File: config.mk
export PLATFORM = sky130hd
export DESIGN_NAME = nibble_serial_adder_ctrl
export DESIGN_NICKNAME = d
export VERILOG_FILES = /design/src/rtl/nibble_serial_adder_ctrl.sv
export SDC_FILE = /design/constraint.sdc
export NUM_CORES = 1
export LEC_CHECK = 0
export ABC_AREA = 1
export BUFFER_PORTS_ARGS = -buffer_cell sky130_fd_sc_hd__buf_2
export CAP_MARGIN = 15
export CORE_MARGIN = 10
export CORE_UTILIZATION = 40
export CTS_CLUSTER_SIZE = 28
export DETAILED_ROUTE_END_ITERATION = 10
export PLACE_DENSITY = 0.67
export SYNTH_ARGS = -nofsm -noshare
export SYNTH_HDL_FRONTEND = slang
export SYNTH_SLANG_ARGS = --single-unit
File: constraint.sdc
create_clock -name clk -period 1.5 [get_ports clk]
set_clock_uncertainty 0.15 [all_clocks]
set_input_delay 0.3 -clock clk [delete_from_list [all_inputs] [get_ports clk]]
set_output_delay 0.3 -clock clk [all_outputs]
set_load 0.05 [all_outputs]
File: src/rtl/nibble_serial_adder_ctrl.sv
// Serial WIDTH-bit adder sequencer around an external combinational 4-bit ripple slice.
// Operands come in over a valid/ready handshake and leave after NIBBLES slice passes, LSB nibble first.
module nibble_serial_adder_ctrl #(
    parameter int WIDTH = 16
) (
    input  logic             clk,
    input  logic             rst_n,
    input  logic             in_valid,
    output logic             in_ready,
    input  logic [WIDTH-1:0] op_a,
    input  logic [WIDTH-1:0] op_b,
    input  logic             op_cin,
    output logic [3:0]       add_a,
    output logic [3:0]       add_b,
    output logic             add_cin,
    input  logic [3:0]       add_sum,
    input  logic [3:0]       add_cout,
    output logic             out_valid,
    input  logic             out_ready,
    output logic [WIDTH-1:0] result,
    output logic             carry_out,
    output logic             overflow
);

    localparam int NIBBLES = WIDTH / 4;
    localparam int IW      = $clog2(NIBBLES);
    localparam logic [IW-1:0] LAST_IDX = IW'(NIBBLES - 1);

    typedef enum logic [1:0] {
        IDLE = 2'd0,
        RUN  = 2'd1,
        DONE = 2'd2
    } state_t;

    typedef logic [NIBBLES-1:0][3:0] nib_vec_t;

    state_t   state, state_nxt;
    logic [IW-1:0] idx;
    nib_vec_t a_reg, b_reg, res_reg;
    logic     carry_reg;
    logic     ovf_reg;

    logic     accept;
    logic     last_nib;
    logic     handoff;

    // State register
    always_ff @(posedge clk) begin
        if (!rst_n) begin
            state <= IDLE;
        end else begin
            state <= state_nxt;
        end
    end

    // Next-state and handshake/slice outputs
    always_comb begin
        state_nxt = state;
        in_ready  = 1'b0;
        out_valid = 1'b0;
        add_a     = 4'd0;
        add_b     = 4'd0;
        add_cin   = 1'b0;
        accept    = 1'b0;
        last_nib  = 1'b0;
        handoff   = 1'b0;
        unique case (state)
            IDLE: begin
                in_ready = 1'b1;
                if (in_valid) begin
                    accept    = 1'b1;
                    state_nxt = RUN;
                end
            end
            RUN: begin
                add_a    = a_reg[idx];
                add_b    = b_reg[idx];
                add_cin  = carry_reg;
                last_nib = (idx == LAST_IDX);
                if (last_nib) state_nxt = DONE;
            end
            DONE: begin
                out_valid = 1'b1;
                if (out_ready) begin
                    handoff   = 1'b1;
                    state_nxt = IDLE;
                end
            end
            default: state_nxt = IDLE;
        endcase
    end

    // Datapath: operand capture, per-nibble sum write-back, carry chaining
    always_ff @(posedge clk) begin
        if (!rst_n) begin
            idx       <= '0;
            a_reg     <= '0;
            b_reg     <= '0;
            res_reg   <= '0;
            carry_reg <= 1'b0;
            ovf_reg   <= 1'b0;
        end else if (accept) begin
            a_reg     <= op_a;
            b_reg     <= op_b;
            carry_reg <= op_cin;
            idx       <= '0;
        end else if (state == RUN) begin
            // The slice is combinational: its outputs reflect this cycle's drive.
            res_reg[idx] <= add_sum;
            carry_reg    <= add_cout[3];
            if (last_nib) begin
                idx     <= '0;
                ovf_reg <= add_cout[3] ^ add_cout[2];
            end else begin
                idx <= idx + 1'b1;
            end
        end
    end

    assign result    = res_reg;
    assign carry_out = carry_reg;
    assign overflow  = ovf_reg;

endmodule

== Word-level counts from Yosys, hierarchy flattened ==
Index checks and enable logic that the tools add are counted.
Operators by class
  add/sub/neg operators: 1
  magnitude comparators: 2
  eq/ne operators: 6
  mux-type cells: 22
  bitwise logic cells: 3
  reduce and logical (&&, ||, !) cells: 7
Operator list (count)
  $mux 4: 5
  $bmux 4 s2: 2
  $bwmux 16: 1
  $demux 4 s2: 1
  $mux 1: 8
  $mux 2: 4
  $ne 2x2->1 const B: 3
  $pmux 2 s3: 1
  $reduce_and 3->1: 2
  $eq 2x2->1 const B: 2
  $lt 2x3->1 const B: 1
  $add 2x1->2 const B: 1
  $eq 2x1->1 const B: 1
  $ge 2x1->1 const B: 1
  $logic_not 2->1: 1
  $not 1->1: 2
  $reduce_and 2->1: 1
  $reduce_bool 2->1: 1
  $reduce_or 2->1: 1
  $logic_and 1x1->1: 1
  $xor 1x1->1: 1
Word-level totals
  register bits after elaboration: 54
  output and inout bits: 29
  logic and storage cells: 57

== Depth between registers and ports, before layout ==
Gate-level depths: netlist (run 1).
  depth in word-level cells: 5
  mapped depth: 8

== Worst setup path after synthesis (run 1) ==
No wires, ideal clock.
  path type: register -> output
  from: reg idx[0]
  to: out add_a[0]
  arrival: 1745 ps
  data required time: 1050 ps
  setup slack: -695 ps
  stages on the path, launching flop included: 7
  buffers on the path: 2
  cell sequence: dfxtp_1 > buf_4 > clkinv_1 > buf_2 > nand2_1 > nand3_1 > a21oi_1
On the way
  cells in the longest elaborated chain, start to end: 3
Ends and longest elaborated chain
  start, declared: RTL line 38  | logic [IW-1:0] idx;
  start signal, assigned: RTL line 115  | idx <= idx + 1'b1;
  $bmux 4 s2: RTL line 76  | add_a = a_reg[idx];
  $mux 4 (not written as such): RTL line 76
  $mux 4: RTL line 67  | unique case (state)
  end, declared: RTL line 13  | output logic [3:0] add_a,
Every way passes these cells. The select of a mux whose other input is x is not followed.

== Final worst setup path (run 1) ==
  from: reg idx[0]
  to: out add_b[2]
On the way
  cells in the longest elaborated chain, start to end: 3
Ends and longest elaborated chain
  $bmux 4 s2: RTL line 77  | add_b = b_reg[idx];
  $mux 4 (not written as such): RTL line 77
  $mux 4: RTL line 67
  end, declared: RTL line 14  | output logic [3:0] add_b,
Every way passes these cells. The select of a mux whose other input is x is not followed.

==> results of run 1 <==
-- cells in the mapped netlist, types with 2 or more instances --
master	count	share of area [%]
a21oi_1	12	2.4
buf_2	6	1.2
buf_4	4	1.2
clkbuf_1	7	1.0
clkinv_1	2	0.30
dfxtp_1	54	43
ha_1	4	2.0
inv_1	54	8.1
inv_2	3	0.45
nand2_1	74	11
nand2_2	4	1.0
nand3_1	18	3.6
nor2_1	103	15
o21ai_0	32	6.4
-- critical path: cells and delay by family, from the launching register on --
kind / cells / cell delay (ps)
compound gates: 1 / 160
flops: 1 / 420
simple gates: 2 / 150
buf+inv: 2 / 340
-- cells in the final DEF, fill, tap and decap left out, types with 7 or more instances in the layout --
cell,count
o21ai_2,7
buf_2,60
buf_4,12
nand2_1,52
nor2_1,99
o21ai_0,15
buf_8,7
nand2_4,11
o21ai_1,10
nand3_2,11
inv_1,53
a21oi_4,8
buf_6,13
nand2_2,17
dfxtp_1,49
-- cell families after synthesis --
| family | synth area share, % |
|---|---|
| fa+ha+maj | 2.00 |
| flops | 43.1 |
| compound gates | 8.78 |
| buf+inv | 12.7 |
| simple gates | 33.1 |
| xor+xnor | 0.349 |
-- final timing paths --
kind,from,end,slack [ps],cells past startpoint
min,op_a[4],a_reg[4],80,3
max,idx[0],add_b[2],-320,5
min reg2reg,b_reg[8],b_reg[8],340,2
max reg2reg,state[1],a_reg[1],20,7
-- metrics by stage --
step                power (mW)  setup TNS [ps]  std cells  setup slack (ps)  cell area, um^2
floorplan                 2.09            -830        383              -121             2640
detailed placement        2.29            -546        530             -81.4             3170
global route              3.63           -3200        549              -354             3850
global placement          2.28            -489        530             -77.3             3170
finish                    3.46           -2600        549              -319             3850
CTS                       3.33           -2590        545              -295             3500
-- power groups by stage --
stage	registers (mW)	logic, mW	clock network (mW)
after floorplan	1.66	0.426	0
after global placement	1.61	0.670	0
after detailed placement	1.61	0.683	0
after CTS	1.58	0.752	1.01
after global routing	1.60	0.971	1.07
final	1.58	0.893	0.983
-- cell type report --
type                       instances  share of cell area (%)
inverter                          59                    6.14
clock inverter                     2                   0.974
multi-input combinational        253                    39.2
timing repair buffer              99                    20.7
clock buffer                       6                    1.88
timing repair inverter             1                   0.292
sequential                        54                    28.4
tap                               75                    2.44
-- routing by layer --
layer	up-vias	share of wire, %	wire length, um
met5	-	0	0
met3	12	5.0	364
met4	0	1.5	112
met2	60	53	3830
li1	1325	-	-
met1	1152	41	2960
-- timing repair --
| item | in CTS | in global routing |
|---|---|---|
| pin swaps | 13 | 28 |
| gates cloned | 1 | 4 |
| gates resized for setup | 52 | 83 |
| setup endpoints to repair | 11 | 52 |
| buffers inserted | 6 | 3 |
| hold buffers | 0 | 0 |
==> reports/results.env, run 1 <==
SYNTH_AREA_UM2=2510
ROUTED_VIA_DENSITY=4.64
MULTI_INPUT_COMB_AREA_UM2=1510
PLACEMENTROWS=28
GRT_SETUP_UNREPAIRED='yes'
FINAL.MIN_CLOCK_PERIOD_PS=1820
AVGSYNTHCELLAREA_UM2=6.55
COMB_POWER_SHARE_PCT=25.8
YS_SEQ_ELEMENTS=54
CTS_ROOT_BUFFER='clkbuf_8'
GR-TOTAL-OVERFLOW=0
CRIT_CHAIN='buf_8, nand2_4, nand3_2, a21oi_4, buf_6'
POWER_SWITCHING_SHARE_PCT=31.0
MAX-VDD-IR-DROP_V=0.000489
POST_SYNTHESIS_CELL_TYPE_COUNT=20
DP_HPWL_UM=4640
START_UTIL_PCT=41.9
MAX-SLEW-MARGIN-REL_PCT=82.7
CLOCK_TREE.HTREE_LEVEL_COUNT=2
TIGHTESTPINTRANSITION_PS=261
NUM-NETS-FINAL=522
CTS_BUFFER_DEPTH=2
DRC_MARKER_COUNT_FROM_THE_FIRST_DETAILED_ROUTE_ITERATION=108
FINAL_UTIL_PCT=64.3
GRT_ANTENNA_BEFORE_REPAIR=0
TOTAL_NUMBER_OF_YOSYS_WARNINGS=0
CELLPOWERDENSITY_nW_PER_UM2=898
SYNTH_SEQUENTIAL_AREA_RATIO_PCT=43.1
FAILING_CHECKS='negative setup slack'
PWR-SHARE-CLK_PCT=28.4
TOTAL_LEAKAGE_POWER_nW=1.85
FLOORPLAN.CORE_AREA_UM2=5990
CRITICAL_PATH_ARRIVAL_PS=1370
DETAIL_ROUTE.DRC_VIOLATIONS=0
CHIPWIDTH_UM=99.2
DRT_WL_TOTAL_UM=7270
GRT_UTIL_ALL_LAYERS_PCT=13.1
MAPPEDNETLISTNETS=432
STATUS='finished, violations left'
TIMING.FINAL.MAX_SLEW_VIOLATIONS=0
CLOCK_TREE_FROM_TRITONCTS='yes'
TIMING.FINAL.WS_SETUP_PS=-319
TYPE_OF_ELEMENT_CAPTURING_THE_CRITICAL_PATH='primary output'
HOLDWS_PS=76.4
LARGEST_NET_DEGREE_AT_THE_START_OF_GLOBAL_ROUTING=53
NFILLCELLS=496
MAXCAPVIOLATIONS=0
AREAGROWTHSYNTHTOFINISH_PCT=53.6
WORST_PATH_LARGEST_CELL_DELAY_PS=420
MAXCLOCKFREQUENCY_MHz=550
POWER_SWITCHING_mW=1.07
CELL_INTERNAL_PWR_mW=2.38
GRT.MET2_USAGE_PCT=24.2
DRTANTENNAVIOLNETS=0
POWER.SEQUENTIAL.FRACTION_PCT=45.7
GP_CONGESTION=0.738
ROUTEDWLPERCELL_UM=13.2
GLOBAL_ROUTE.USAGE.MET1_PCT=14.7
SYNTHFLOPTYPE='dfxtp_1'
IO_PINS=74
GRT_PASS1_VIAS=2399
SYNTH-EDFF-COUNT=0
CRIT_PATH_START_KIND='flop'
FINAL_COUNT_OF_NEGATIVE_SETUP_SLACK_ENDPOINTS=11
YS_ASYNC_SR_FRACTION_PCT=0
SLOWEST_STAGE='dfxtp_4'
MIN-DELAY-PATH-CLASS='input port to flop'
CLOCK_SINK_COUNT=54
DIE-HEIGHT_UM=99.2
WIRE_LENGTH_OF_THE_FIRST_GLOBAL_ROUTING_PASS_UM=11000
DRIVE_GT1_SHARE_PCT=39.0
DIE_AREA_UM2=9840
CTS_BUFFERS=5
SYN-INSTANCE-COUNT=383
USE_MET3_PCT=3.32
BUSIEST_GRT_LAYER='met2'
CRIT_REQUIRED_PS=1050
DETAILEDROUTE.FIRSTPASSITERATIONCOUNT=4
FINAL_MIN_PERIOD_OVER_CLOCK_PERIOD_PCT=121
HOLD_VIOLATIONS=0
ROUTE.VIAS.TOTAL=2549
CLKSLEWWORSTSETUPHOLDPATHS_PS=100
SEQUENTIAL_CELL_AREA_UM2=1090
CRITICAL_PATH.MAX_FANOUT=8
CLOCK_LATENCY_AT_THE_LATER_PIN_OF_THE_WORST_SKEW_PAIR_PS=310
ANTENNA_CELLS_INSERTED=0
CRIT_TYPE='flop to primary output'
IO_BUFFERS=71
Power figures use the tool's default switching activity.
==> run 2: changes to the inputs <==
==> constraint.sdc (replaced) <==
create_clock -name clk -period 1.5 [get_ports clk]
set_clock_uncertainty 0.15 [all_clocks]
set_input_delay 0.3 -clock clk [delete_from_list [all_inputs] [get_ports clk]]
set_output_delay 0.3 -clock clk [all_outputs]
set_load 0.005 [all_outputs]
==> run 2 against run 1 <==
Compared with the run above:
- final area decreased by 11%
- combinational power fell by 34%
- count of clock-buffer cells in the layout unchanged
- the flow still finishes with violations (negative setup slack)
==> reports/results.env, run 2 (synthesis results as in run 1) <==
STATUS='finished, violations left'  # unchanged
FAILING_CHECKS='negative setup slack'  # unchanged
CRITICAL_PATH.MAX_FANOUT=6  # was 8
GRT_ANTENNA_BEFORE_REPAIR=0  # unchanged
START_UTIL_PCT=41.9  # unchanged
DRC_MARKER_COUNT_FROM_THE_FIRST_DETAILED_ROUTE_ITERATION=120  # was 108
TOTAL_LEAKAGE_POWER_nW=1.76  # was 1.85 nW
FINAL_MIN_PERIOD_OVER_CLOCK_PERIOD_PCT=117  # was 121%
CRIT_PATH_START_KIND='flop'  # unchanged
TIGHTESTPINTRANSITION_PS=218  # was 261 ps
WIRE_LENGTH_OF_THE_FIRST_GLOBAL_ROUTING_PASS_UM=10400  # was 11000 um
MAXCLOCKFREQUENCY_MHz=568  # was 550 MHz
TIMING.FINAL.WS_SETUP_PS=-261  # was -319 ps
GRT_PASS1_VIAS=2308  # was 2399
FINAL_COMMON_CELL='nor2_1'  # unchanged
DIE-HEIGHT_UM=99.2  # unchanged
GP_CONGESTION=0.814  # was 0.738
PLACED_AREA_UM2=2970  # was 3170 um^2
TYPE_OF_ELEMENT_CAPTURING_THE_CRITICAL_PATH='primary output'  # unchanged
MIN_PATH_CELLS=3  # unchanged
WORSTREG2REGEND='result[14]'  # was a_reg[1]
DETAILEDROUTE.FIRSTPASSITERATIONCOUNT=4  # unchanged
CRITICAL_PATH_ARRIVAL_PS=1310  # was 1370 ps
FLOORPLAN.CORE_AREA_UM2=5990  # unchanged
FINAL_UTIL_PCT=57.2  # was 64.3%
ANTENNA_CELLS_INSERTED=0  # unchanged
DRT_WL_TOTAL_UM=6610  # was 7270 um
R2R_SLACK_PS=-10  # was 20 ps
CLOCK_TREE.HTREE_LEVEL_COUNT=2  # unchanged
DETAIL_ROUTE.DRC_VIOLATIONS=0  # unchanged
ROUTE.VIAS.TOTAL=2406  # was 2549
FINAL.MIN_CLOCK_PERIOD_PS=1760  # was 1820 ps
FINAL_DESIGN_AREA_NO_FILL_UM2=3430  # was 3850 um^2
CRIT_TYPE='flop to primary output'  # unchanged
CRIT_REQUIRED_PS=1050  # about the same
CLOCK_LATENCY_AT_THE_LATER_PIN_OF_THE_WORST_SKEW_PAIR_PS=310  # about the same
DRIVE_GT1_SHARE_PCT=32.3  # was 39.0%
DP_HPWL_UM=4380  # was 4640 um
IO_BUFFERS=71  # unchanged
CLKSLEWWORSTSETUPHOLDPATHS_PS=100  # about the same
LARGEST_NET_DEGREE_AT_THE_START_OF_GLOBAL_ROUTING=53  # unchanged
DIE_AREA_UM2=9840  # unchanged
CLOCK_SINK_COUNT=54  # unchanged
ROUTEDWLPERCELL_UM=12.3  # was 13.2 um
MIN-DELAY-PATH-CLASS='input port to flop'  # unchanged
NUM-NETS-FINAL=512  # was 522
HOLD_VIOLATIONS=0  # unchanged
FINAL_COUNT_OF_NEGATIVE_SETUP_SLACK_ENDPOINTS=12  # was 11
HP-START='op_b[3]'  # was op_a[4]
HOLD_PATH_END='b_reg[3]'  # was a_reg[4]
CTS_BUFFER_DEPTH=2  # unchanged
MAX-VDD-IR-DROP_V=0.000624  # was 0.000489 V
PLACEMENTROWS=28  # unchanged
CLOCK_TREE_FROM_TRITONCTS='yes'  # unchanged
CTS_ROOT_BUFFER='clkbuf_8'  # unchanged
GRT_UTIL_ALL_LAYERS_PCT=12.7  # was 13.1%
MAX-SLEW-MARGIN-REL_PCT=85.4  # was 82.7%
STARTPOINT_OF_THE_LOWEST_SLACK_REGISTER_TO_REGISTER_PATH='idx[0]'  # was state[1]
AREAGROWTHSYNTHTOFINISH_PCT=36.7  # was 53.6%
ROUTED_VIA_DENSITY=4.46  # was 4.64
R2R.WORST_PATH.CELLS=7  # unchanged
TIMING.FINAL.MAX_SLEW_VIOLATIONS=0  # unchanged
GRT_SETUP_UNREPAIRED='yes'  # unchanged
CTS_BUFFERS=5  # unchanged
CHIPWIDTH_UM=99.2  # unchanged
CELLPOWERDENSITY_nW_PER_UM2=980  # was 898 nW/um^2
DRTANTENNAVIOLNETS=0  # unchanged
IO_PINS=74  # unchanged
GR-TOTAL-OVERFLOW=0  # unchanged
MOST-COMMON-LAYOUT-CELLS='nor2_1 (102), buf_2 (71), nand2_1 (64)'  # was nor2_1 (99), buf_2 (60), inv_1 (53)
MAXCAPVIOLATIONS=0  # unchanged
## run 2: changes by cell type in the layout (fill, tap and decap cells not counted), moves of 4 or more
cell / delta
nand2_4: -4
buf_8: -6
o21ai_1: -10
buf_6: -9
nand2_2: -9
o21ai_0: +17
buf_2: +11
nand3_4: -5
a21oi_2: +9
a21oi_4: -8
nand2_1: +12
o21ai_2: -7
## run 2: routing by layer
layer	vias up	global-route usage, %	wire length, um
li1	1303	-	-
met1	1041	15.0	3030
met2	54	20.3	3090
met3	8	4.98	404
met4	0	4.30	91
met5	-	0	0
## run 2: repair_timing
| action | CTS | global route |
|---|---|---|
| setup endpoints to repair | 20 | 24 |
| endpoints found under the hold margin | 0 | 0 |
| gates resized for setup | 23 | 40 |
| pin swaps | 7 | 21 |
| buffers inserted | 8 | 1 |
| gates cloned | 1 | 1 |
| hold buffers | 0 | 0 |
## run 2: final cells by class
type                       count  area (um^2)
fill                         546         2560
inverter                      59          238
timing repair inverter         1         11.3
clock inverter                 2         60.1
multi-input combinational    252         1270
sequential                    54         1090
timing repair buffer          90          576
clock buffer                   6         82.6
tap                           75         93.8
## run 2: where the power goes
group / switching (mW) / total, mW / internal (mW) / leakage [nW]
Sequential: 0.0532 / 1.58 / 1.53 / 0.446
Combinational: 0.332 / 0.587 / 0.255 / 1.24
Clock: 0.481 / 1.19 / 0.712 / 0.0714
## run 2: worst max-delay path by stage
stage                 from        end  slack, ps  cells after the start
finish              idx[0]   add_b[2]       -260                      5
global route        idx[0]   add_b[0]       -320                      5
CTS                 idx[0]   add_a[0]       -250                      5
detailed placement  idx[0]   add_a[2]       -110                      5
global placement    idx[0]   add_a[2]        -90                      5
floorplan           idx[0]  result[0]          6                      8
## run 2: through the flow
| stage | setup TNS [ps] | power [mW] | setup slack (ps) | instances | hold slack [ps] |
|---|---|---|---|---|---|
| floorplan | 0 | 1.92 | 6.43 | 383 | 285 |
| global placement | -438 | 2.10 | -87.4 | 520 | 314 |
| detailed placement | -645 | 2.11 | -107 | 520 | 322 |
| CTS | -1970 | 3.33 | -245 | 537 | 70.2 |
| global route | -3110 | 3.55 | -324 | 539 | 77.3 |
| finish | -2040 | 3.36 | -261 | 539 | 76.3 |
## run 2: worst max-delay path: stages, from the launching register on
cell	delay [ps]
dfxtp_4	420
clkbuf_16	180
nand2_2	70
nand3_2	70
a21oi_2	150
buf_2	120
